$ cat config.mk
export PLATFORM = sky130hd
export DESIGN_NAME = rr_grant_ctrl_flat
export DESIGN_NICKNAME = d
export VERILOG_FILES = /design/src/rtl/rr_grant_ctrl_if.sv /design/src/rtl/rr_grant_ctrl.sv /design/src/flat_wrapper.sv
export SDC_FILE = /design/constraint.sdc
export NUM_CORES = 1
export LEC_CHECK = 0
export CAP_MARGIN = 20
export CORE_ASPECT_RATIO = 0.8
export CORE_MARGIN = 1
export CORE_UTILIZATION = 50
export DETAILED_ROUTE_END_ITERATION = 12
export PLACE_DENSITY_LB_ADDON = 0.3
export SLEW_MARGIN = 15
export SYNTH_ARGS = -nofsm -noshare
export SYNTH_HDL_FRONTEND = slang
export SYNTH_SLANG_ARGS = --single-unit
export TNS_END_PERCENT = 50
$ cat constraint.sdc
create_clock -name clk -period 3.4 [get_ports clk]
set_input_delay 0.68 -clock clk [delete_from_list [all_inputs] [get_ports clk]]
set_output_delay 0.68 -clock clk [all_outputs]
set_load 0.1 [all_outputs]
$ cat src/rtl/rr_grant_ctrl_if.sv
// rr_grant_ctrl_if
//   Bundles the push and pop signals of the round-robin grant controller.
//   Signals:
//     push     producer -> ctrl  raw per-FIFO push requests
//     push_q   ctrl -> FIFOs     qualified pushes, already masked for full FIFOs
//     out_rdy  consumer -> ctrl  consumer can take one word this cycle
//     req      ctrl -> FIFOs     pop request for the FIFO named by gnt_sel
//     gnt_sel  ctrl -> FIFOs     index of the FIFO being popped
//     count    ctrl -> observer  packed occupancy counters
//     ovf_err  ctrl -> observer  sticky "push dropped on full FIFO" flag
//   Handshake: a pop happens on every rising edge where req=1. req already
//   includes out_rdy, so req=1 means both sides agree. A push of FIFO i
//   happens on every rising edge where push_q[i]=1.
//   Modports: master = producer/consumer side (testbench); slave = controller.
interface rr_grant_ctrl_if #(
    parameter int NUM_FIFOS = 4,
    parameter int TAGWIDTH  = $clog2(NUM_FIFOS),
    parameter int CNTWIDTH  = 4
);
    logic [NUM_FIFOS-1:0]          push;
    logic [NUM_FIFOS-1:0]          push_q;
    logic                          out_rdy;
    logic                          req;
    logic [TAGWIDTH-1:0]           gnt_sel;
    logic [NUM_FIFOS*CNTWIDTH-1:0] count;
    logic                          ovf_err;

    modport master (
        output push, out_rdy,
        input  push_q, req, gnt_sel, count, ovf_err
    );

    modport slave (
        input  push, out_rdy,
        output push_q, req, gnt_sel, count, ovf_err
    );
endinterface

$ cat src/rtl/rr_grant_ctrl.sv
// rr_grant_ctrl
//   Tracks the fill level of NUM_FIFOS downstream FIFOs, masks pushes into
//   full FIFOs, and pops one non-empty FIFO per cycle in round-robin order
//   whenever the consumer is ready.
//   Ports:
//     clk  single clock, rising edge
//     rst  synchronous active-high reset
//     bus  rr_grant_ctrl_if.slave (push, push_q, out_rdy, req, gnt_sel,
//          count, ovf_err)
//   The interface instance must use the same NUM_FIFOS, TAGWIDTH and
//   CNTWIDTH values as this module.
module rr_grant_ctrl #(
    parameter int NUM_FIFOS = 4,
    parameter int DEPTH     = 8,
    parameter int TAGWIDTH  = $clog2(NUM_FIFOS),
    parameter int CNTWIDTH  = $clog2(DEPTH + 1)
) (
    input  logic            clk,
    input  logic            rst,
    rr_grant_ctrl_if.slave  bus
);

    localparam logic [CNTWIDTH-1:0] DEPTH_C = CNTWIDTH'(DEPTH);
    localparam logic [TAGWIDTH:0]   NUM_W   = (TAGWIDTH + 1)'(NUM_FIFOS);
    localparam logic [TAGWIDTH-1:0] LAST_C  = TAGWIDTH'(NUM_FIFOS - 1);

    logic [CNTWIDTH-1:0] cnt_q [NUM_FIFOS];
    logic [CNTWIDTH-1:0] cnt_d [NUM_FIFOS];
    logic [TAGWIDTH-1:0] ptr_q;
    logic [TAGWIDTH-1:0] ptr_d;
    logic                ovf_err_q;
    logic                ovf_err_d;

    logic [NUM_FIFOS-1:0] eligible;
    logic [NUM_FIFOS-1:0] push_ok;
    logic [TAGWIDTH-1:0]  sel;
    logic [TAGWIDTH-1:0]  idx;
    logic [TAGWIDTH:0]    sum;
    logic                 found;
    logic                 req_int;
    logic                 pop;

    always_comb begin
        eligible  = '0;
        push_ok   = '0;
        sel       = ptr_q;
        idx       = '0;
        sum       = '0;
        found     = 1'b0;
        req_int   = 1'b0;
        pop       = 1'b0;
        ptr_d     = ptr_q;
        ovf_err_d = ovf_err_q;
        for (int i = 0; i < NUM_FIFOS; i++) begin
            cnt_d[i] = cnt_q[i];
        end

        // Eligibility and push qualification use registered counts only, so a
        // same-cycle pop never frees space for a push and a same-cycle push
        // never makes a FIFO poppable.
        for (int i = 0; i < NUM_FIFOS; i++) begin
            eligible[i] = (cnt_q[i] != '0);
            push_ok[i]  = bus.push[i] && (cnt_q[i] < DEPTH_C);
        end

        // Scan ptr, ptr+1, ... modulo NUM_FIFOS. The sum is one bit wider so
        // the modulo works for non-power-of-two NUM_FIFOS.
        for (int k = 0; k < NUM_FIFOS; k++) begin
            sum = {1'b0, ptr_q} + (TAGWIDTH + 1)'(k);
            if (sum >= NUM_W) begin
                sum = sum - NUM_W;
            end
            idx = sum[TAGWIDTH-1:0];
            if (!found && eligible[idx]) begin
                found = 1'b1;
                sel   = idx;
            end
        end

        // Pops are suppressed while rst is high so the reset cycle shows an
        // idle bank.
        req_int = bus.out_rdy && found && !rst;

        if (req_int) begin
            ptr_d = (sel == LAST_C) ? '0 : sel + 1'b1;
        end

        for (int i = 0; i < NUM_FIFOS; i++) begin
            pop = req_int && (sel == TAGWIDTH'(i));
            case ({push_ok[i], pop})
                2'b10:   cnt_d[i] = cnt_q[i] + 1'b1;
                2'b01:   cnt_d[i] = cnt_q[i] - 1'b1;
                default: cnt_d[i] = cnt_q[i];
            endcase
        end

        ovf_err_d = ovf_err_q | (|(bus.push & ~push_ok));
    end

    // During reset the outputs present the post-reset view: empty counters,
    // no pop, pointer at 0, and every raw push passed through.
    always_comb begin
        bus.push_q  = rst ? bus.push : push_ok;
        bus.req     = req_int;
        bus.gnt_sel = rst ? '0 : (req_int ? sel : ptr_q);
        bus.ovf_err = ovf_err_q;
        bus.count   = '0;
        if (!rst) begin
            for (int i = 0; i < NUM_FIFOS; i++) begin
                bus.count[i*CNTWIDTH +: CNTWIDTH] = cnt_q[i];
            end
        end
    end

    always_ff @(posedge clk) begin
        if (rst) begin
            for (int i = 0; i < NUM_FIFOS; i++) begin
                cnt_q[i] <= '0;
            end
            ptr_q     <= '0;
            ovf_err_q <= 1'b0;
        end else begin
            for (int i = 0; i < NUM_FIFOS; i++) begin
                cnt_q[i] <= cnt_d[i];
            end
            ptr_q     <= ptr_d;
            ovf_err_q <= ovf_err_d;
        end
    end

endmodule

$ cat src/flat_wrapper.sv
// flat-port wrapper written by rule: the top's interface ports become plain ports
module rr_grant_ctrl_flat 
#(
    parameter int NUM_FIFOS = 4,
    parameter int DEPTH     = 8,
    parameter int TAGWIDTH  = $clog2(NUM_FIFOS),
    parameter int CNTWIDTH  = $clog2(DEPTH + 1)
)
  (clk, rst, bus_push, bus_out_rdy, bus_push_q, bus_req, bus_gnt_sel, bus_count, bus_ovf_err);
  rr_grant_ctrl_if #(.NUM_FIFOS(NUM_FIFOS), .TAGWIDTH(TAGWIDTH), .CNTWIDTH(CNTWIDTH)) bus_i ();
  input  logic clk;
  input  logic rst;
  input wire logic [$bits(bus_i.push)-1:0] bus_push;
  input wire logic [$bits(bus_i.out_rdy)-1:0] bus_out_rdy;
  output wire logic [$bits(bus_i.push_q)-1:0] bus_push_q;
  output wire logic [$bits(bus_i.req)-1:0] bus_req;
  output wire logic [$bits(bus_i.gnt_sel)-1:0] bus_gnt_sel;
  output wire logic [$bits(bus_i.count)-1:0] bus_count;
  output wire logic [$bits(bus_i.ovf_err)-1:0] bus_ovf_err;
  assign bus_i.push = bus_push;
  assign bus_i.out_rdy = bus_out_rdy;
  assign bus_push_q = bus_i.push_q;
  assign bus_req = bus_i.req;
  assign bus_gnt_sel = bus_i.gnt_sel;
  assign bus_count = bus_i.count;
  assign bus_ovf_err = bus_i.ovf_err;
  rr_grant_ctrl #(.NUM_FIFOS(NUM_FIFOS), .DEPTH(DEPTH), .TAGWIDTH(TAGWIDTH), .CNTWIDTH(CNTWIDTH)) u_core (.clk(clk), .rst(rst), .bus(bus_i));
endmodule
After elaboration in Yosys (flattened, before gate mapping)
Memory sizes are Yosys's and may differ from the RTL's.
Index checks and enable logic that the tools add are counted.
{"block": "totals", "reg_bits": 3, "mem_bits_rw": 16, "input_bits": 7, "wordCells": 108, "memories": 1}
{"name": "u_core.cnt_q", "depth": 4, "width": 4, "read_ports": 4, "rd_clocked_by_memory_dff": 0, "wr": 4, "line": "rr_grant_ctrl.sv:27", "text": "logic [CNTWIDTH-1:0] cnt_q [NUM_FIFOS];"}
{"block": "classes", "add_sub_neg": 16, "magnitude_cmp": 12, "eq_ne": 11, "n_mux": 36, "bitwise_logic": 7, "n_reduce_logical": 23}
{"op": "case mux 4 bit (2 select lines)", "count": 4}
{"op": "2-to-1 mux 2 bit", "count": 11}
{"op": "2-to-1 mux 4 bit", "count": 5}
{"op": "adder 4 x 1 -> 4 bit (second input constant)", "count": 4}
{"op": "< comparator 4 bit (second input constant)", "count": 4}
{"op": "2-to-1 mux 16 bit", "count": 1}
{"op": "nonzero test 4 bit", "count": 4}
{"op": "subtractor 4 x 1 -> 4 bit (second input constant)", "count": 4}
{"op": "logical AND 1 bit", "count": 13}
{"op": "equality test 2 bit (second input constant)", "count": 6}
{"op": "< comparator 2 x 3 -> 1 bit (second input constant)", "count": 4}
{"op": "2-to-1 mux 1 bit", "count": 11}
{"op": "equality test 2 x 1 -> 1 bit (second input constant)", "count": 5}
{"op": ">= comparator 3 bit (second input constant)", "count": 3}
{"op": "binary-select mux 1 bit (select 2 bit)", "count": 4}
{"op": "subtractor 2 x 1 -> 2 bit (second input constant)", "count": 4}
{"op": "adder 2 x 2 -> 3 bit (second input constant)", "count": 2}
{"op": "bitwise OR 1 bit", "count": 5}
{"op": "bitwise AND 4 bit", "count": 1}
{"op": "zero test 1 bit", "count": 4}
{"op": "NOT 4 bit", "count": 1}
{"op": "OR reduction 4 bit", "count": 1}
{"op": "adder 2 x 1 -> 3 bit (second input constant)", "count": 1}
{"op": ">= comparator 2 x 3 -> 1 bit (second input constant)", "count": 1}
{"op": "other kinds (2)", "count": 2}

Depth between registers and ports, before layout
Gate-level depths: netlist of the first run.
{"block": "depth", "depth_word": 20, "ltp_mapped": 14, "ltp_nobuf": 13}

Worst setup path before layout of the first run
Ideal clock, no wire load.
{"block": "synth_timing", "path_type": "input-to-output", "from": "input rst", "to": "output bus_gnt_sel[0]", "t_arrival_ns": 3.285, "required_ns": 2.720, "slack_ns": -0.565, "path_stages": 3, "path_buffers": 1, "path_cell_list": "clkbuf_1 -> a311oi_2 -> a31o_1"}
{"block": "synth_between", "elab_chain_cells": 4}
{"element": "start: declaration", "line": "flat_wrapper.sv:12", "text": "input logic rst;"}
{"element": "zero test 1 bit", "line": "rr_grant_ctrl.sv:82", "text": "req_int = bus.out_rdy && found && !rst;"}
{"element": "logical AND 1 bit", "line": "rr_grant_ctrl.sv:82"}
{"element": "via bus_req", "line": "flat_wrapper.sv:16", "text": "output wire logic [$bits(bus_i.req)-1:0] bus_req;"}
{"element": "2-to-1 mux 2 bit (2 in a row)", "line": "rr_grant_ctrl.sv:105", "text": "bus.gnt_sel = rst ? '0 : (req_int ? sel : ptr_q);"}
{"element": "end: declaration", "line": "flat_wrapper.sv:17", "text": "output wire logic [$bits(bus_i.gnt_sel)-1:0] bus_gnt_sel;"}
The timed path passes the listed nets, and every way through them passes these cells.

==> impl_metrics.json, run 1 <==
{
  "status": "finished clean",
  "syn_area_per_cell_um2": 8.35,
  "chipHeight_um": 52.3,
  "setup_viol": 0,
  "whs_path_depth": 2,
  "path_cells": "nor4_1, o21ai_0, a311o_1, and2_1, ha_1, and2_1, ha_1, xor2_1, ha_1, a21oi_1, xor2_1, or3_1, a21oi_1",
  "ant_nets": 0,
  "die_area_mm2": 0.00339,
  "slew_headroom_pct": 35.6,
  "synth_cells": 189,
  "p_per_area_mw_per_mm2": 995,
  "finalHoldViolations": 0,
  "synth_cell_type_count": 41,
  "root_buffer": "clkbuf_8",
  "period_minus_slack_ns": 3.29,
  "worstPathArrival_ns": 3.49,
  "yosysTopAreaCellShare_pct": 24.1,
  "synth_common_cells": "nor2b_1 (24), dfxtp_1 (19), ha_1 (16)",
  "n_antenna_cell": 0,
  "cts_made_buffers": 3,
  "grt_max_degree": 37,
  "ir_drop_v": 0.000964,
  "r2r_cells": 13,
  "setup_slack_ns": 0.108,
  "required_ns": 3.59,
  "ioPinCount": 31,
  "num_rows": 17,
  "cp_slowest_stage_delay_ns": 0.51,
  "async_reset_ff_share_pct": 0,
  "ys_ff_latch": 19,
  "max_cap_violations": 0,
  "start_util_pct": 55.0,
  "syn_nets": 212,
  "fin_cells": 258,
  "first_pass_iters": 6,
  "vias": 1502,
  "worstSkewPairLatency_ns": 0.27,
  "path_clk_slew_ns": 0.08,
  "first_global_vias": 1341,
  "wl_per_cell_um": 14.4,
  "first_iter_violations": 102,
  "crit_fanout": 7,
  "antenna_found_initial": 0,
  "track_usage_pct": 23.2,
  "synth.area.top_cells": "dfxtp_1 (24%), ha_1 (13%), nor2b_1 (9.5%), xor2_1 (6.7%), a21oi_1 (4.8%)",
  "dp_cells": 252,
  "fillCellCount": 177,
  "die_x_um": 64.8,
  "clkSinkCount": 19,
  "end_kind": "register",
  "cts.path.max_buffers": 2,
  "yosysMostFrequentCell": "nor2b_1",
  "synth-seq-area-share_pct": 24.1,
  "tritoncts": "built",
  "ys.flop_type": "dfxtp_1",
  "drive_gt1_share_pct": 26.4,
  "place_ws_ns": 0.119,
  "crit_top_cell": "ha_1",
  "grt_pass1_wl_mm": 6.08,
  "leakagePower_uw": 0.000939,
  "slew_viol_final": 0,
  "grt_remaining_overflow": 0,
  "coreArea_mm2": 0.00287,
  "finalClockSkew_ns": 0.00375,
  "yosysWarnings": 0,
  "crit_type": "reg2reg",
  "period_share_pct": 96.8,
  "min_path_type": "reg2reg",
  "place_congestion": 0.833,
  "htree_levels": 1,
  "wirelength_mm": 3.71,
  "place_hpwl_mm": 2.72,
  "via_per_inst": 5.82,
  "tightest_slew_ns": 0.963,
  "syn_area_mm2": 0.00158,
  "nets": 244,
  "start_kind": "register",
  "fmax_ghz": 0.304,
  "io_buffers": 30,
  "synth-edff-count": 0,
  "crit_slowest_cell": "nor4_1",
  "remaining_drc_errors": 0,
  "setup_tns_ns": 0,
  "syn_to_final_growth_pct": 44.0,
  "yosysTopAreaCell": "dfxtp_1"
}
[registers in the layout (all words and copies together) (netlist names)]
register	cells
u_core.cnt_q	16
u_core.ptr_q	2
u_core.bus.ovf_err	1
[worst max-delay path: cells and delay by family (launching register included)]
| kind | cells | cell delay, ns |
|---|---|---|
| adder cells (fa/ha/maj) | 3 | 0.63 |
| AO/OA/AOI/OAI | 4 | 0.81 |
| AND/OR/NAND/NOR | 4 | 1.15 |
| XOR/XNOR | 2 | 0.26 |
| flip-flops | 1 | 0.38 |
[per-layer routing]
metal	wire length, um	track usage, %	share of wire [%]	vias to the layer above
met5	0	0	0	-
met4	27	7.04	0.73	0
met3	231	6.96	6.2	6
met2	1800	40.5	49	48
met1	1650	27.5	44	713
li1	-	-	-	735
[placed cells by master, fill, tap and decap left out, types with 2 or more instances in the layout]
cell / instances
ha_2: 2
nor3b_1: 2
dfxtp_1: 18
a21oi_1: 14
nor2b_1: 17
nor2b_2: 7
buf_4: 6
ha_1: 14
nor4_4: 2
nor3_1: 2
or4_4: 2
nand3_1: 3
inv_1: 4
and3b_1: 2
mux2i_1: 5
nor2_1: 13
nand3b_1: 2
or3_1: 4
nand2_1: 5
mux2_2: 2
buf_12: 23
clkdlybuf4s50_1: 7
xor2_1: 12
nand2b_1: 4
and2_1: 5
o21ai_0: 15
clkbuf_8: 3
nor4_1: 2
[cell type report]
type	count	area (um2)	area share (%)
Timing Repair Buffer	36	576	25.3
Tap cell	38	47.5	2.09
Multi-Input combinational cell	157	1210	53.1
Clock inverter	1	5.00	0.220
Sequential cell	19	382	16.8
Inverter	4	15.0	0.660
Clock buffer	3	41.3	1.82
[worst paths after layout]
| check | from | endpoint | slack [ns] |
|---|---|---|---|
| setup / recovery | u_core.cnt_q[0][7]$_SDFFE_PP0P_ | u_core.cnt_q[0][2]$_SDFFE_PP0P_ | 0.11 |
| hold / removal | u_core.cnt_q[0][2]$_SDFFE_PP0P_ | u_core.cnt_q[0][2]$_SDFFE_PP0P_ | 0.53 |
| setup reg to reg | u_core.cnt_q[0][7]$_SDFFE_PP0P_ | u_core.cnt_q[0][2]$_SDFFE_PP0P_ | 0.11 |
| hold reg to reg | u_core.cnt_q[0][2]$_SDFFE_PP0P_ | u_core.cnt_q[0][2]$_SDFFE_PP0P_ | 0.53 |
[through the flow]
stage	hold WS (ns)	utilization, %	area [um2]	power, uW
2_1_floorplan	0.497	-	1620	1560
3_3_place_gp	0.520	76.1	2190	1930
3_5_place_dp	0.533	76.1	2190	1990
4_1_cts	0.544	77.7	2230	2170
5_1_grt	0.565	79.2	2270	2410
6_report	0.531	79.2	2270	2260
[where the power goes]
group	internal [uW]	switching [uW]	total (uW)
Combinational	682	981	1660
Sequential	296	136	431
Clock	81.8	85.1	167
Total	1060	1200	2260
[cells by family after synthesis]
family,share of synthesized area (%)
compound gates,15.9
mux,4.60
xor+xnor,6.66
buf+inv,3.41
fa+ha+maj,12.7
simple gates,32.6
flops,24.1
[what timing repair did]
action,CTS,global route
hold buffers,0,0
endpoints found under the setup margin,0,5
buffers inserted,0,2
gates resized for setup,0,7
Note: power is estimated with default switching activity, not from simulation.
==> run 2, diff against run 1 <==
--- a/config.mk
+++ b/config.mk
@@ -8,7 +8,7 @@
 export CAP_MARGIN = 20
 export CORE_ASPECT_RATIO = 0.8
 export CORE_MARGIN = 1
-export CORE_UTILIZATION = 50
+export CORE_UTILIZATION = 52
 export DETAILED_ROUTE_END_ITERATION = 12
 export PLACE_DENSITY_LB_ADDON = 0.3
 export SLEW_MARGIN = 15
==> impl_metrics.json, run 2 (synthesized netlist as in run 1, its figures left out) <==
{
  "die_x_um": 63.6,
  "tightest_slew_ns": 0.957,
  "finalClockSkew_ns": 0.00148,
  "end_kind": "register",
  "start_kind": "register",
  "whs_path_depth": 2,
  "grt_max_degree": 37,
  "ioPinCount": 31,
  "antenna_found_initial": 0,
  "via_per_inst": 6.02,
  "reg2reg_to": "u_core.cnt_q[0][2]$_SDFFE_PP0P_",
  "period_share_pct": 98.1,
  "path_clk_slew_ns": 0.07,
  "place_ws_ns": 0.0703,
  "first_global_vias": 1396,
  "wl_per_cell_um": 16.6,
  "grt_remaining_overflow": 0,
  "reg2reg_slack_ns": 0.07,
  "place_congestion": 0.935,
  "finalHoldViolations": 0,
  "slew_headroom_pct": 36.0,
  "final_cell_mix": "buf_12 (23), dfxtp_1 (19), nor2b_1 (17)",
  "start_util_pct": 55.8,
  "cts_hold_buf": 0,
  "max_cap_violations": 0,
  "cp_slowest_stage_delay_ns": 0.61,
  "worstPathArrival_ns": 3.53,
  "leakagePower_uw": 0.000956,
  "cp_top_family": "simple AND/OR/NAND/NOR gates",
  "io_buffers": 30,
  "cts_made_buffers": 3,
  "first_pass_iters": 6,
  "cp-startpoint": "u_core.cnt_q[0][14]$_SDFFE_PP0P_",
  "coreArea_mm2": 0.00283,
  "required_ns": 3.60,
  "path_buf_inv": 0,
  "nets": 248,
  "largest_reg_flops": 16,
  "crit_fanout": 7,
  "slew_viol_final": 0,
  "drive_gt1_share_pct": 27.2,
  "ant_nets": 0,
  "period_minus_slack_ns": 3.33,
  "crit_slowest_cell": "or4_4",
  "cts.path.max_buffers": 2,
  "status": "finished clean",
  "fmax_ghz": 0.300,
  "grt_pass1_wl_mm": 6.25,
  "worstHoldEndpoint": "u_core.bus.ovf_err$_SDFF_PP0_",
  "ir_drop_v": 0.00104,
  "vias": 1576,
  "worstHoldStart": "u_core.bus.ovf_err$_SDFF_PP0_",
  "top_register": "u_core.cnt_q",
  "utilization_pct": 81.5,
  "reg2reg_from": "u_core.cnt_q[0][14]$_SDFFE_PP0P_",
  "wirelength_mm": 4.36,
  "fillCellCount": 162,
  "place_hpwl_mm": 2.80,
  "htree_levels": 1,
  "track_usage_pct": 24.9,
  "path_cells": "or4_4, nor3_1, a311o_1, and2_1, ha_1, and2_1, ha_2, xor2_1, ha_1, a21oi_2, xor2_1, or3_1, a21oi_1",
  "chipHeight_um": 51.3,
  "n_antenna_cell": 0,
  "num_rows": 17,
  "worstSkewPairLatency_ns": 0.26,
  "mostFrequentLayoutCell": "buf_12",
  "die_area_mm2": 0.00326,
  "holdWs_ns": 0.559,
  "remaining_drc_errors": 0,
  "r2r_cells": 13,
  "p_per_area_mw_per_mm2": 1040,
  "first_iter_violations": 128,
  "syn_to_final_growth_pct": 46.0,
  "min_path_type": "reg2reg",
  "tritoncts": "built",
  "clkSinkCount": 19,
  "setup_slack_ns": 0.0662,
  "root_buffer": "clkbuf_8",
  "crit_type": "reg2reg",
  "setup_viol": 0
}
==> run 2: final cells by class <==
type	instances	area [um2]	share of cell area, %
Multi-Input combinational cell	157	1210	52.6
Timing Repair Buffer	40	606	26.3
Sequential cell	19	380	16.5
Tap cell	38	47.5	2.06
Clock buffer	4	45.0	1.95
Inverter	4	15.0	0.651
==> run 2: worst max path at each step <==
stage,endpoint,slack [ns],cells past startpoint
after floorplan,bus_gnt_sel[0],-0.03,3
after CTS,u_core.cnt_q[0][2]$_SDFFE_PP0P_,0.04,13
after global routing,u_core.cnt_q[0][2]$_SDFFE_PP0P_,-0.08,13
final,u_core.cnt_q[0][2]$_SDFFE_PP0P_,0.07,13
after global placement,u_core.cnt_q[0][6]$_SDFFE_PP0P_,0.21,13
after detailed placement,u_core.cnt_q[0][2]$_SDFFE_PP0P_,0.07,13
==> run 2: what timing repair did <==
action | CTS | global route
setup buffers | 0 | 7
resized for setup | 0 | 7
endpoints found under the setup margin | 0 | 6
==> run 2: where the power goes <==
group	switching [uW]	internal, uW
Combinational	1040	744
Sequential	148	295
Clock	83.1	83.7
Total	1270	1120
==> run 2: routing by layer <==
layer	up-vias	track usage, %	wire [um]
met2	73	41.8	2140
li1	742	-	-
met5	-	0	0
met1	739	30.9	1830
met3	22	5.80	265
met4	0	9.85	123
==> run 2: tightest hold or removal path: stages, from the launching register on <==
cell and delay, ns:
dfxtp_1 0.33, a21oi_1 0.05, a21oi_1 0.14
==> run 2: through the flow <==
stage,area (um2),power (uW),TNS [ns],cells
after floorplan,1620,1560,-0.0327,189
after global placement,2180,1910,0,251
after detailed placement,2180,1980,0,251
after CTS,2220,2160,0,255
after global routing,2310,2530,-0.142,262
final,2310,2390,0,262
